<file path="src/rtl/instr_fetch_unit.sv">
// -----------------------------------------------------------------------------
// instr_fetch_unit
//
// Fetch stage for the multi-cycle MIPS core. Issues one instruction-memory
// read at a time, latches the returned word into the instruction register
// (IR) and presents it to decode over a valid/ready handshake. PC redirects
// from branch/jump resolution discard any fetch still in flight.
//
// Optional feature macro: IFU_PERF_CNT_EN
//   When defined, adds fetch_count / flush_count performance counters.
//
// Parameters
//   ADDR_W    width of PC and memory address
//   RESET_PC  PC loaded on reset (low 2 bits must be 0)
//
// Ports
//   clk, rst_n        core clock, asynchronous active-low reset
//   imem_req/addr     read request (held until granted) and word address
//   imem_gnt          request accepted when imem_req && imem_gnt
//   imem_rvalid/rdata read response, at least one cycle after grant
//   instr_valid       IR holds an instruction for decode
//   instr_ready       decode accepts the instruction this cycle
//   instr/opcode      IR contents and its [31:26] field
//   instr_pc          address the IR was fetched from
//   redirect_valid/pc branch taken or jump; new PC (low bits ignored)
//   fetch_count       (optional) accepted instructions
//   flush_count       (optional) redirect cycles outside S_IDLE
//
// state   | meaning
// --------+---------------------------------------------------------------
// S_IDLE  | just out of reset; moves to S_REQ on the first clock edge
// S_REQ   | imem_req high at pc, waiting for grant
// S_WAIT  | request granted, waiting for rvalid
// S_FLUSH | granted request was redirected; drop its response
// S_HOLD  | IR valid, waiting for decode to accept
// -----------------------------------------------------------------------------
module instr_fetch_unit #(
    parameter int unsigned          ADDR_W   = 32,
    parameter logic [ADDR_W-1:0]    RESET_PC = '0
) (
    input  logic              clk,
    input  logic              rst_n,
    output logic              imem_req,
    output logic [ADDR_W-1:0] imem_addr,
    input  logic              imem_gnt,
    input  logic              imem_rvalid,
    input  logic [31:0]       imem_rdata,
    output logic              instr_valid,
    input  logic              instr_ready,
    output logic [31:0]       instr,
    output logic [5:0]        opcode,
    output logic [ADDR_W-1:0] instr_pc,
    input  logic              redirect_valid,
    input  logic [ADDR_W-1:0] redirect_pc
`ifdef IFU_PERF_CNT_EN
    ,
    output logic [31:0]       fetch_count,
    output logic [31:0]       flush_count
`endif
);

    typedef enum logic [2:0] {
        S_IDLE  = 3'd0,
        S_REQ   = 3'd1,
        S_WAIT  = 3'd2,
        S_FLUSH = 3'd3,
        S_HOLD  = 3'd4
    } state_e;

    state_e            state_q, state_d;
    logic [ADDR_W-1:0] pc_q, pc_d;
    logic [31:0]       instr_q, instr_d;
    logic [ADDR_W-1:0] instr_pc_q, instr_pc_d;
    logic [ADDR_W-1:0] redirect_tgt;

    // Targets are forced word-aligned; masking keeps every input bit in use.
    assign redirect_tgt = redirect_pc & ~ADDR_W'(3);

    always_ff @(posedge clk or negedge rst_n) begin
        if (!rst_n) begin
            state_q    <= S_IDLE;
            pc_q       <= RESET_PC;
            instr_q    <= '0;
            instr_pc_q <= RESET_PC;
        end else begin
            state_q    <= state_d;
            pc_q       <= pc_d;
            instr_q    <= instr_d;
            instr_pc_q <= instr_pc_d;
        end
    end

    always_comb begin
        state_d    = state_q;
        pc_d       = pc_q;
        instr_d    = instr_q;
        instr_pc_d = instr_pc_q;
        unique case (state_q)
            S_IDLE: begin
                state_d = S_REQ;
                if (redirect_valid) pc_d = redirect_tgt;
            end
            S_REQ: begin
                if (redirect_valid) begin
                    pc_d = redirect_tgt;
                    // A granted but redirected request still returns data.
                    if (imem_gnt) state_d = S_FLUSH;
                end else if (imem_gnt) begin
                    state_d = S_WAIT;
                end
            end
            S_WAIT: begin
                if (redirect_valid) begin
                    pc_d    = redirect_tgt;
                    state_d = imem_rvalid ? S_REQ : S_FLUSH;
                end else if (imem_rvalid) begin
                    instr_d    = imem_rdata;
                    instr_pc_d = pc_q;
                    state_d    = S_HOLD;
                end
            end
            S_FLUSH: begin
                if (redirect_valid) pc_d = redirect_tgt;
                if (imem_rvalid) state_d = S_REQ;
            end
            S_HOLD: begin
                if (redirect_valid) begin
                    pc_d    = redirect_tgt;
                    state_d = S_REQ;
                end else if (instr_ready) begin
                    pc_d    = pc_q + ADDR_W'(4);
                    state_d = S_REQ;
                end
            end
            default: state_d = S_IDLE;
        endcase
    end

    // Outputs come only from registered state, pc and IR.
    assign imem_req    = (state_q == S_REQ);
    assign imem_addr   = pc_q;
    assign instr_valid = (state_q == S_HOLD);
    assign instr       = instr_q;
    assign opcode      = instr_q[31:26];
    assign instr_pc    = instr_pc_q;

`ifdef IFU_PERF_CNT_EN
    logic [31:0] fetch_cnt_q, fetch_cnt_d;
    logic [31:0] flush_cnt_q, flush_cnt_d;

    always_comb begin
        fetch_cnt_d = fetch_cnt_q;
        flush_cnt_d = flush_cnt_q;
        if ((state_q == S_HOLD) && instr_ready && !redirect_valid)
            fetch_cnt_d = fetch_cnt_q + 32'd1;
        if (redirect_valid && (state_q != S_IDLE))
            flush_cnt_d = flush_cnt_q + 32'd1;
    end

    always_ff @(posedge clk or negedge rst_n) begin
        if (!rst_n) begin
            fetch_cnt_q <= '0;
            flush_cnt_q <= '0;
        end else begin
            fetch_cnt_q <= fetch_cnt_d;
            flush_cnt_q <= flush_cnt_d;
        end
    end

    assign fetch_count = fetch_cnt_q;
    assign flush_count = flush_cnt_q;
`endif

endmodule

</file>
<file path="config.mk">
export PLATFORM = sky130hd
export DESIGN_NAME = instr_fetch_unit
export DESIGN_NICKNAME = d
export VERILOG_FILES = /design/src/rtl/instr_fetch_unit.sv
export SDC_FILE = /design/constraint.sdc
export NUM_CORES = 1
export LEC_CHECK = 0
export ABC_CLOCK_PERIOD_IN_PS = 4770
export CAP_MARGIN = 30
export CORE_AREA = 4 4 124 126
export DETAILED_ROUTE_END_ITERATION = 10
export DIE_AREA = 0 0 128 130
export PLACE_DENSITY_LB_ADDON = 0.2
export SYNTH_ARGS = -nofsm -noshare
export SYNTH_HDL_FRONTEND = slang
export SYNTH_SLANG_ARGS = --single-unit
</file>
<file path="constraint.sdc">
create_clock -name clk -period 4.77 [get_ports clk]
set_clock_uncertainty 0.15 [all_clocks]
set_input_delay 0.954 -clock clk [delete_from_list [all_inputs] [get_ports clk]]
set_output_delay 0.954 -clock clk [all_outputs]
set_load 0.01 [all_outputs]
</file>
==> results.md, run 1 <==
* Internal Dissipation at 2.30 mW
* Max Fclk at 0.337 GHz
* Placed Area at 6250 um^2
* Final Non-Filler Cells at 738
* Overflow after GRT at 0
* Register area share after synthesis at 53.2%
* VDD IR max at 0.000240 V
* Post-synthesis cell count at 397
* DRT iter0 DRCs at 281
* Tcrit/Tclk final at 62.2%
* CP endpoint: instr[6]
* Fill cell count at 1,350
* CTS Buf Count at 9
* Antenna Nets Post-Route at 0
* IO Port Bufs at 167
* DR DRC count at 0
* Hold Crit Class: reg -> reg
* CP Capture Type: flip-flop
* Sw Ratio at 28.4%
* Post-CTS Setup Inserts at 0
* Post-CTS sizing at 0
* Seq pwr share at 39.3%
* Inst Count DP at 722
* Asr flop ratio synth at 100%
* Synth Register Bits at 95
* Static Leakage at 2.64 nW
* Commonest non-fill, non-tap cells in the layout: clkdlybuf4s50_1, dfrtp_1, mux2_2
* RR Startpoint: state_q[1]
* First-pass GRT wire length at 19.7 mm
* Diode count at 0
* Hold slack at 0.354 ns
* Post-synth top area share at 53.2%
* Antenna violations before repair at 0
* CP Class: in -> reg
* # rows at 44
* Count of final setup violators at 0
* Max-Cap Viols at 0
* Power per cell area at 490 nW/um^2
* Vias/cell at 5.06
* GPL Wtd Cong at 0.834
* Final #Nets at 620
* Top cells by area, synth: dfrtp_1, mux2_2, a21oi_1, nand2_1, a2bb2oi_1
* Switch Pwr at 0.913 mW
* Design area at 6560 um^2
* Crit path launch type: input pin
* Critical path depth at 5
* Commonest non-fill, non-tap cell in the layout: clkdlybuf4s50_1
* YS warnings at 0
* Post-DP HPWL at 9.15 mm
* Final Hold Violating Endpoints at 0
* Die Y at 130 um
* Worst Setup SP: redirect_valid
* Avg Inst Size Synth at 11.3 um^2
* Largest net degree at the start of global routing at 63
* Drt pass-1 iters at 5
* Sum Neg Setup Slack at 0 ns
* Layout Utilization at 45.8%
* CTS clk-pin slew, worst paths at 0.06 ns
* DIE AREA at 16,600 um^2
* Core Footprint at 14,300 um^2
* CTS tree: done
* Hold Buf Count CTS at 0
* Yosys top cell by area: dfrtp_1
* Initial Utilization at 31.2%
* Reg2reg path depth at 5
* Status: completed
* Number of synthesized flops with an enable pin at 0
* CP bufs+invs at 2
* CP Cell Sequence: clkdlybuf4s50_1 > nor2_1 > and4_2 > buf_12 > mux2_2
* Total GRT Usage at 14.9%
* Combinational power share at 37.4%
* Wire per inst at 17.0 um
* Worst-Margin Slew at 0.891 ns
* Worst slew margin at 40.6%
* # IOs at 174
* Synth Flop Type: dfrtp_1
* Reg2reg setup slack at 2.34 ns
* RSZ-0062 raised after global routing: false
* CTS root buf: clkbuf_16
* Delay-heaviest family, CP: buffers and inverters
* Critical path peak fanout at 39
* Post-route minimum period at 2.97 ns
* Unique masters post-synth at 49
* Worst path arrival time at 3.04 ns
* Slew Viols, Final at 0
* Fraction of layout cells with a size suffix above 1 at 17.1%
* Routed vias at 3,733
* CP peak stage delay at 0.69 ns
* Clk pwr share at 23.4%
* RR Endpoint: imem_addr[7]
* Area delta synth->final at 46.8%
* CTS sink cnt at 95
* Post-synthesis cell area at 4470 um^2
* Die width at 128 um
* Wirelength, routed at 12.5 mm
* CP required at 4.85 ns
* Clk buf depth at 2
* Crit-path slowest cell: and4_2
* Clk_lat worst skew at 0.35 ns
* H-tree depth at 3
* Number of global-route vias before repair at 3,742
[area by class of cell]
cell class	count	area (um^2)	share of cell area, %
well taps	184	230	3.51
clock buffers	13	270	4.12
clock inverters	3	40.0	0.610
inverters	4	15.0	0.229
repair buffers	173	1730	26.3
multi-input cells	266	1900	29.0
flip-flops and latches	95	2380	36.2
[synthesized netlist by cell type, drive strengths merged, types with 10 or more instances]
master,n
dfrtp,95
mux2,63
nand2,31
a21oi,26
buf,25
nor2,17
o21ai,17
nand3,16
o22ai,13
a2bb2oi,11
nor3,11
clkbuf,10
[state kept, by name (all words and copies together), names as in the netlist]
register / flops
imem_addr: 30
instr: 32
state_q: 3
instr_pc: 30
[stage by stage]
step | worst slack (ns) | power (mW)
floorplan | 2.37 | 1.75
global placement | 1.47 | 2.47
detailed placement | 1.41 | 2.50
CTS | 1.76 | 3.27
global route | 1.65 | 3.39
finish | 1.80 | 3.21
[how the worst min path moves through the flow]
stage,from,end,slack (ns),cells after the start
floorplan,state_q[2],state_q[1],0.34,1
global placement,instr_pc[10],instr_pc[10],0.34,1
detailed placement,instr[21],instr[21],0.34,1
CTS,instr[21],instr[21],0.36,1
global route,instr[21],instr[21],0.36,1
finish,instr_pc[25],instr_pc[25],0.35,1
[kinds of logic (layout without fill, tap and decap cells)]
family	Yosys count	after routing	synth area share (%)
AO/OA/AOI/OAI	87	87	12.5
adder cells (fa/ha/maj)	1	1	0.280
buffers and inverters	39	193	4.65
flip-flops	95	95	53.2
multiplexers	66	66	16.5
other	1	4	0.0839
AND/OR/NAND/NOR	108	108	12.7
[power groups by stage]
| stage | clock network, mW | logic (mW) | registers, mW |
|---|---|---|---|
| floorplan | 0 | 0.367 | 1.39 |
| global placement | 0 | 1.20 | 1.26 |
| detailed placement | 0 | 1.22 | 1.28 |
| CTS | 0.777 | 1.22 | 1.27 |
| global route | 0.804 | 1.28 | 1.31 |
| finish | 0.752 | 1.20 | 1.26 |
[layer usage]
layer	global-route usage, %	part of all wire (%)	wire length (um)	vias up
li1	-	-	-	1751
met1	19.2	43	5380	1836
met2	24.9	49	6200	128
met3	2.78	5.3	668	18
met4	6.18	2.2	276	0
met5	0	0	0	-
Note: power is estimated with default switching activity, not from simulation.
==> run 2, diff against run 1 <==
--- a/config.mk
+++ b/config.mk
@@ -5,7 +5,7 @@
 export SDC_FILE = /design/constraint.sdc
 export NUM_CORES = 1
 export LEC_CHECK = 0
-export ABC_CLOCK_PERIOD_IN_PS = 4770
+export ABC_CLOCK_PERIOD_IN_PS = 3060
 export CAP_MARGIN = 30
 export CORE_AREA = 4 4 124 126
 export DETAILED_ROUTE_END_ITERATION = 10
==> constraint.sdc (replaced) <==
create_clock -name clk -period 3.06 [get_ports clk]
set_clock_uncertainty 0.15 [all_clocks]
set_input_delay 0.612 -clock clk [delete_from_list [all_inputs] [get_ports clk]]
set_output_delay 0.612 -clock clk [all_outputs]
set_load 0.01 [all_outputs]
==> run 2 against run 1 <==
Compared with the run above:
- non-clock buffer count up 6
- clock power is 74% higher
- count of clock-buffer cells in the layout fell by 4
- sequential cell count is the same
- total power up 60%
- first-iteration DRC count grew 16%
- global-route usage increased by 0.052 points
- critical path type is now reg -> out
==> results.md, run 2 (same netlist as run 1, synthesis figures left out) <==
* DRT iter0 DRCs at 327 (+16%)
* CTS sink cnt at 95 (unchanged)
* CP Capture Type: output pin
* Overflow after GRT at 0 (unchanged)
* VDD IR max at 0.000299 V (+25%)
* Final Hold Violating Endpoints at 0 (unchanged)
* CP bufs+invs at 1 (-1)
* Hold slack at 0.162 ns (-0.192 ns)
* Commonest non-fill, non-tap cells in the layout: clkdlybuf4s50_1, dfrtp_1, mux2_2
* Post-CTS Setup Inserts at 0 (unchanged)
* Post-CTS sizing at 0 (unchanged)
* Tcrit/Tclk final at 83.4%
* DR DRC count at 0 (unchanged)
* Max reg flops at 32 (unchanged)
* # rows at 44 (unchanged)
* Layout Utilization at 46.6% (+0.73 points)
* Fraction of layout cells with a size suffix above 1 at 18.2% (+1.1 points)
* Die width at 128 um (unchanged)
* CP Cell Sequence: or2_2 > nor2_1 > clkdlybuf4s50_1
* CP required at 2.30 ns (-2.55 ns)
* Worst-Margin Slew at 0.738 ns (-0.153 ns)
* Area delta synth->final at 49.2%
* Clk buf depth at 2 (unchanged)
* RSZ-0062 raised after global routing: false
* CTS tree: done
* Sum Neg Setup Slack at 0 ns (unchanged)
* Power per cell area at 772 nW/um^2 (+58%)
* Worst path arrival time at 1.79 ns (-1.25 ns)
* Post-DP HPWL at 9.33 mm (+2.0%)
* Die Y at 130 um (unchanged)
* Clk_lat worst skew at 0.35 ns (about the same)
* GPL Wtd Cong at 0.771 (-7.5%)
* CP peak stage delay at 0.55 ns (-0.14 ns)
* CTS clk-pin slew, worst paths at 0.07 ns (about the same)
* Initial Utilization at 31.2% (unchanged)
* Hold Buf Count CTS at 0 (unchanged)
* IO Port Bufs at 167 (unchanged)
* Slew Viols, Final at 0 (unchanged)
* Reg2reg setup slack at 0.75 ns (-1.59 ns)
* Routed vias at 3,730 (-0.080%)
* CTS Buf Count at 9 (unchanged)
* Max Fclk at 0.392 GHz
* Commonest non-fill, non-tap cell in the layout: clkdlybuf4s50_1
* Drt pass-1 iters at 4 (-1)
* Count of final setup violators at 0 (unchanged)
* Worst slew margin at 50.8% (+10 points)
* First-pass GRT wire length at 19.4 mm (-1.2%)
* # IOs at 174 (unchanged)
* Status: completed
* CTS root buf: clkbuf_16
* Final #Nets at 626 (+0.97%)
* H-tree depth at 3 (unchanged)
* Design area at 6670 um^2 (+1.6%)
* Antenna violations before repair at 0 (unchanged)
* Core Footprint at 14,300 um^2 (unchanged)
* Max-Cap Viols at 0 (unchanged)
* Critical path peak fanout at 8 (-79%)
* Wire per inst at 17.0 um (-0.11%)
* Static Leakage at 2.69 nW (+1.8%)
* Delay-heaviest family, CP: buffers and inverters
* Diode count at 0 (unchanged)
* Largest net degree at the start of global routing at 56 (-11%)
* Antenna Nets Post-Route at 0 (unchanged)
* Wirelength, routed at 12.6 mm (+0.70%)
* Hold Crit Class: in -> async
* Post-route minimum period at 2.55 ns
* Crit path launch type: flip-flop
* Placed Area at 6320 um^2 (+1.1%)
* Number of global-route vias before repair at 3,621 (-3.2%)
* DIE AREA at 16,600 um^2 (unchanged)
* CP Class: reg -> out
* Vias/cell at 5.01 (-0.89%)
* Crit-path slowest cell: clkdlybuf4s50_1
* Total GRT Usage at 15.0% (+0.052 points)
==> run 2: layout make-up <==
cell class                 count  area, um^2
tap                          184         230
fill                        1320        7650
clock buffer                   9         225
inverter                       4        15.0
timing repair buffer         179        1800
clock inverter                 7         120
multi-input combinational    266        1900
sequential                    95        2380
==> run 2: per-stage QoR <==
step / setup WS, ns / power [mW] / instances
after global routing: 0.427 / 5.43 / 744
final: 0.509 / 5.15 / 744
after floorplan: 1.00 / 2.73 / 400
after global placement: 0.434 / 3.85 / 728
after CTS: 0.489 / 5.23 / 744
after detailed placement: 0.402 / 3.90 / 728
==> run 2: power breakdown <==
group	switching, mW	total [mW]	internal (mW)
Clock	0.504	1.31	0.801
Sequential	0.281	1.97	1.69
Combinational	0.669	1.88	1.21
Total	1.45	5.15	3.70
==> run 2: path summary, 6_finish.rpt <==
check / to / start / cells after the start
max: instr_valid / state_q[1] / 3
min: state_q[0] / rst_n / 1
max reg2reg: imem_addr[31] / imem_addr[5] / 5
min reg2reg: instr_pc[30] / instr_pc[30] / 1
max in group asynchronous: instr[29] / rst_n / 2
min in group clk: instr_pc[30] / instr_pc[30] / 1
==> run 2: routing by layer <==
layer	track usage (%)	share of wire, %	vias to the layer above
met5	0	0	-
met4	5.74	2.2	0
met3	3.64	5.3	15
met2	24.8	50	111
met1	19.1	43	1837
li1	-	-	1767
==> run 2: worst reg2reg max path: stages (launching register included) <==
cell and delay, ns:
dfrtp_1 0.46, nand4_1 0.32, nor2_1 0.56, nand3_1 0.23, nor3_1 0.31, mux2i_1 0.22
==> run 3, diff against run 2 <==
--- a/config.mk
+++ b/config.mk
@@ -5,7 +5,7 @@
 export SDC_FILE = /design/constraint.sdc
 export NUM_CORES = 1
 export LEC_CHECK = 0
-export ABC_CLOCK_PERIOD_IN_PS = 3060
+export ABC_CLOCK_PERIOD_IN_PS = 2300
 export CAP_MARGIN = 30
 export CORE_AREA = 4 4 124 126
 export DETAILED_ROUTE_END_ITERATION = 10
==> constraint.sdc (replaced) <==
create_clock -name clk -period 2.3 [get_ports clk]
set_clock_uncertainty 0.15 [all_clocks]
set_input_delay 0.46 -clock clk [delete_from_list [all_inputs] [get_ports clk]]
set_output_delay 0.46 -clock clk [all_outputs]
set_load 0.01 [all_outputs]
==> run 3 against run 2 <==
Compared with the run above:
- setup slack got worse by 0.41 ns
- design area rose by 2.6%
- critical path depth fell by 1
- non-clock buffer count rose by 20
- first-iteration DRC count fell by 39%
- wire length rose by 0.48%
- total power rose by 32%
- sequential cell count did not move
- sequential share of layout area fell by 0.88 points
- clock power rose by 24%
- hold slack improved by 0.19 ns
- critical path type unchanged
==> results.md, run 3 (same netlist as run 1, synthesis figures left out) <==
* IO Port Bufs at 167 (unchanged)
* Worst path arrival time at 1.59 ns (-0.20 ns)
* Post-CTS Setup Inserts at 0 (unchanged)
* # rows at 44 (unchanged)
* Max-Cap Viols at 0 (unchanged)
* Die Y at 130 um (unchanged)
* Commonest non-fill, non-tap cell in the layout: clkdlybuf4s50_1
* Status: completed
* Inst Count DP at 747 (+2.6%)
* CTS Buf Count at 9 (unchanged)
* Final Hold Violating Endpoints at 0 (unchanged)
* Tcrit/Tclk final at 95.7%
* Die width at 128 um (unchanged)
* DR DRC count at 0 (unchanged)
* CP required at 1.69 ns (-0.61 ns)
* Largest net degree at the start of global routing at 40 (-29%)
* Antenna Nets Post-Route at 0 (unchanged)
* Drt pass-1 iters at 4 (unchanged)
* Routed vias at 3,794 (+1.7%)
* Antenna violations before repair at 0 (unchanged)
* Wire per inst at 16.6 um (-2.1%)
* RSZ-0062 raised after global routing: false
* Hold slack at 0.355 ns (+0.193 ns)
* Slew Viols, Final at 0 (unchanged)
* CTS sink cnt at 95 (unchanged)
* # IOs at 174 (unchanged)
* First-pass GRT wire length at 20.1 mm (+3.2%)
* Fill cell count at 1,339 (+1.4%)
* Clk buf depth at 2 (unchanged)
* Commonest non-fill, non-tap cells in the layout: clkdlybuf4s50_1, dfrtp_1, mux2_2
* CP Class: reg -> out
* Area delta synth->final at 53.1%
* Diode count at 0 (unchanged)
* Worst slew margin at 61.7% (+11 points)
* Worst-Margin Slew at 0.570 ns (-0.168 ns)
* DRT iter0 DRCs at 201 (-39%)
* Fraction of layout cells with a size suffix above 1 at 20.9% (+2.6 points)
* Post-DP HPWL at 9.54 mm (+2.2%)
* Core Footprint at 14,300 um^2 (unchanged)
* Hold Crit Class: reg -> reg
* Final #Nets at 646 (+3.2%)
* Sum Neg Setup Slack at 0 ns (unchanged)
* CP Cell Sequence: nor3b_1 > clkdlybuf4s50_1
* Crit path launch type: flip-flop
* Total GRT Usage at 15.2% (+0.17 points)
* Overflow after GRT at 0 (unchanged)
* Max reg flops at 32 (unchanged)
* CP peak stage delay at 0.58 ns (+0.03 ns)
* GPL Wtd Cong at 0.803 (+4.1%)
* Static Leakage at 2.80 nW (+4.0%)
* Wirelength, routed at 12.7 mm (+0.48%)
* Initial Utilization at 31.2% (unchanged)
* Final Non-Filler Cells at 764 (+2.7%)
* CP Capture Type: output pin
* CTS clk-pin slew, worst paths at 0.06 ns (about the same)
* Number of global-route vias before repair at 3,794 (+4.8%)
* Vias/cell at 4.97 (-0.95%)
* DIE AREA at 16,600 um^2 (unchanged)
* Power per cell area at 993 nW/um^2 (+29%)
* Max Fclk at 0.455 GHz
* Total power at 6.79 mW (+32%)
* Crit-path slowest cell: clkdlybuf4s50_1
* Critical path peak fanout at 8 (unchanged)
* Clk_lat worst skew at 0.34 ns (about the same)
* H-tree depth at 3 (unchanged)
* Post-route minimum period at 2.20 ns
* CTS tree: done
* Count of final setup violators at 0 (unchanged)
* CTS root buf: clkbuf_16
* VDD IR max at 0.000431 V (+44%)
-- run 3: path summary, 6_finish.rpt --
check,start,end,slack (ns),cells past startpoint
max,state_q[2],imem_req,0.1,2
min,instr_pc[6],instr_pc[6],0.36,1
max reg2reg,state_q[1],imem_addr[27],0.23,5
min reg2reg,instr_pc[6],instr_pc[6],0.36,1
max in group asynchronous,rst_n,instr[9],0.97,3
min in group asynchronous,rst_n,instr_pc[21],0.47,2
-- run 3: critical path: cells and delay by family, from the launching register on --
family	cells	cell delay, ns
DFF	1	0.46
and+or+nand+nor	1	0.22
buffers and inverters	1	0.58
-- run 3: timing repair --
item	in CTS	in global routing
endpoints found under the setup margin	1	1
hold endpoints to repair	32	0
hold buffers	1	0
gates resized for setup	2	1
-- run 3: final cells by class --
type | instances | area, um^2 | area share, %
Multi-Input combinational cell | 266 | 1910 | 27.9
Clock inverter | 3 | 65.1 | 0.951
Tap cell | 184 | 230 | 3.37
Inverter | 4 | 15.0 | 0.219
Sequential cell | 95 | 2380 | 34.8
Clock buffer | 13 | 260 | 3.80
Timing Repair Buffer | 199 | 1990 | 29.0
-- run 3: per-layer routing --
| layer | GRT usage (%) | share of wire [%] | vias to the layer above |
|---|---|---|---|
| li1 | - | - | 1794 |
| met1 | 20.3 | 44 | 1897 |
| met2 | 24.6 | 50 | 96 |
| met3 | 3.77 | 5.0 | 7 |
| met4 | 4.12 | 0.96 | 0 |
| met5 | 0 | 0 | - |
-- run 3: where the power goes --
part,switching [mW],internal [mW]
Combinational,0.920,1.64
Sequential,0.351,2.25
Clock,0.621,1.01
-- run 3: through the flow --
step | setup slack, ns | utilization [%] | cell area, um^2
final | 0.0999 | 47.8 | 6840
after floorplan | 0.301 | - | 4480
after detailed placement | -0.124 | 45.4 | 6500
after global routing | 0.0105 | 47.8 | 6840
after CTS | 0.0881 | 47.8 | 6840
after global placement | -0.0738 | 45.4 | 6500
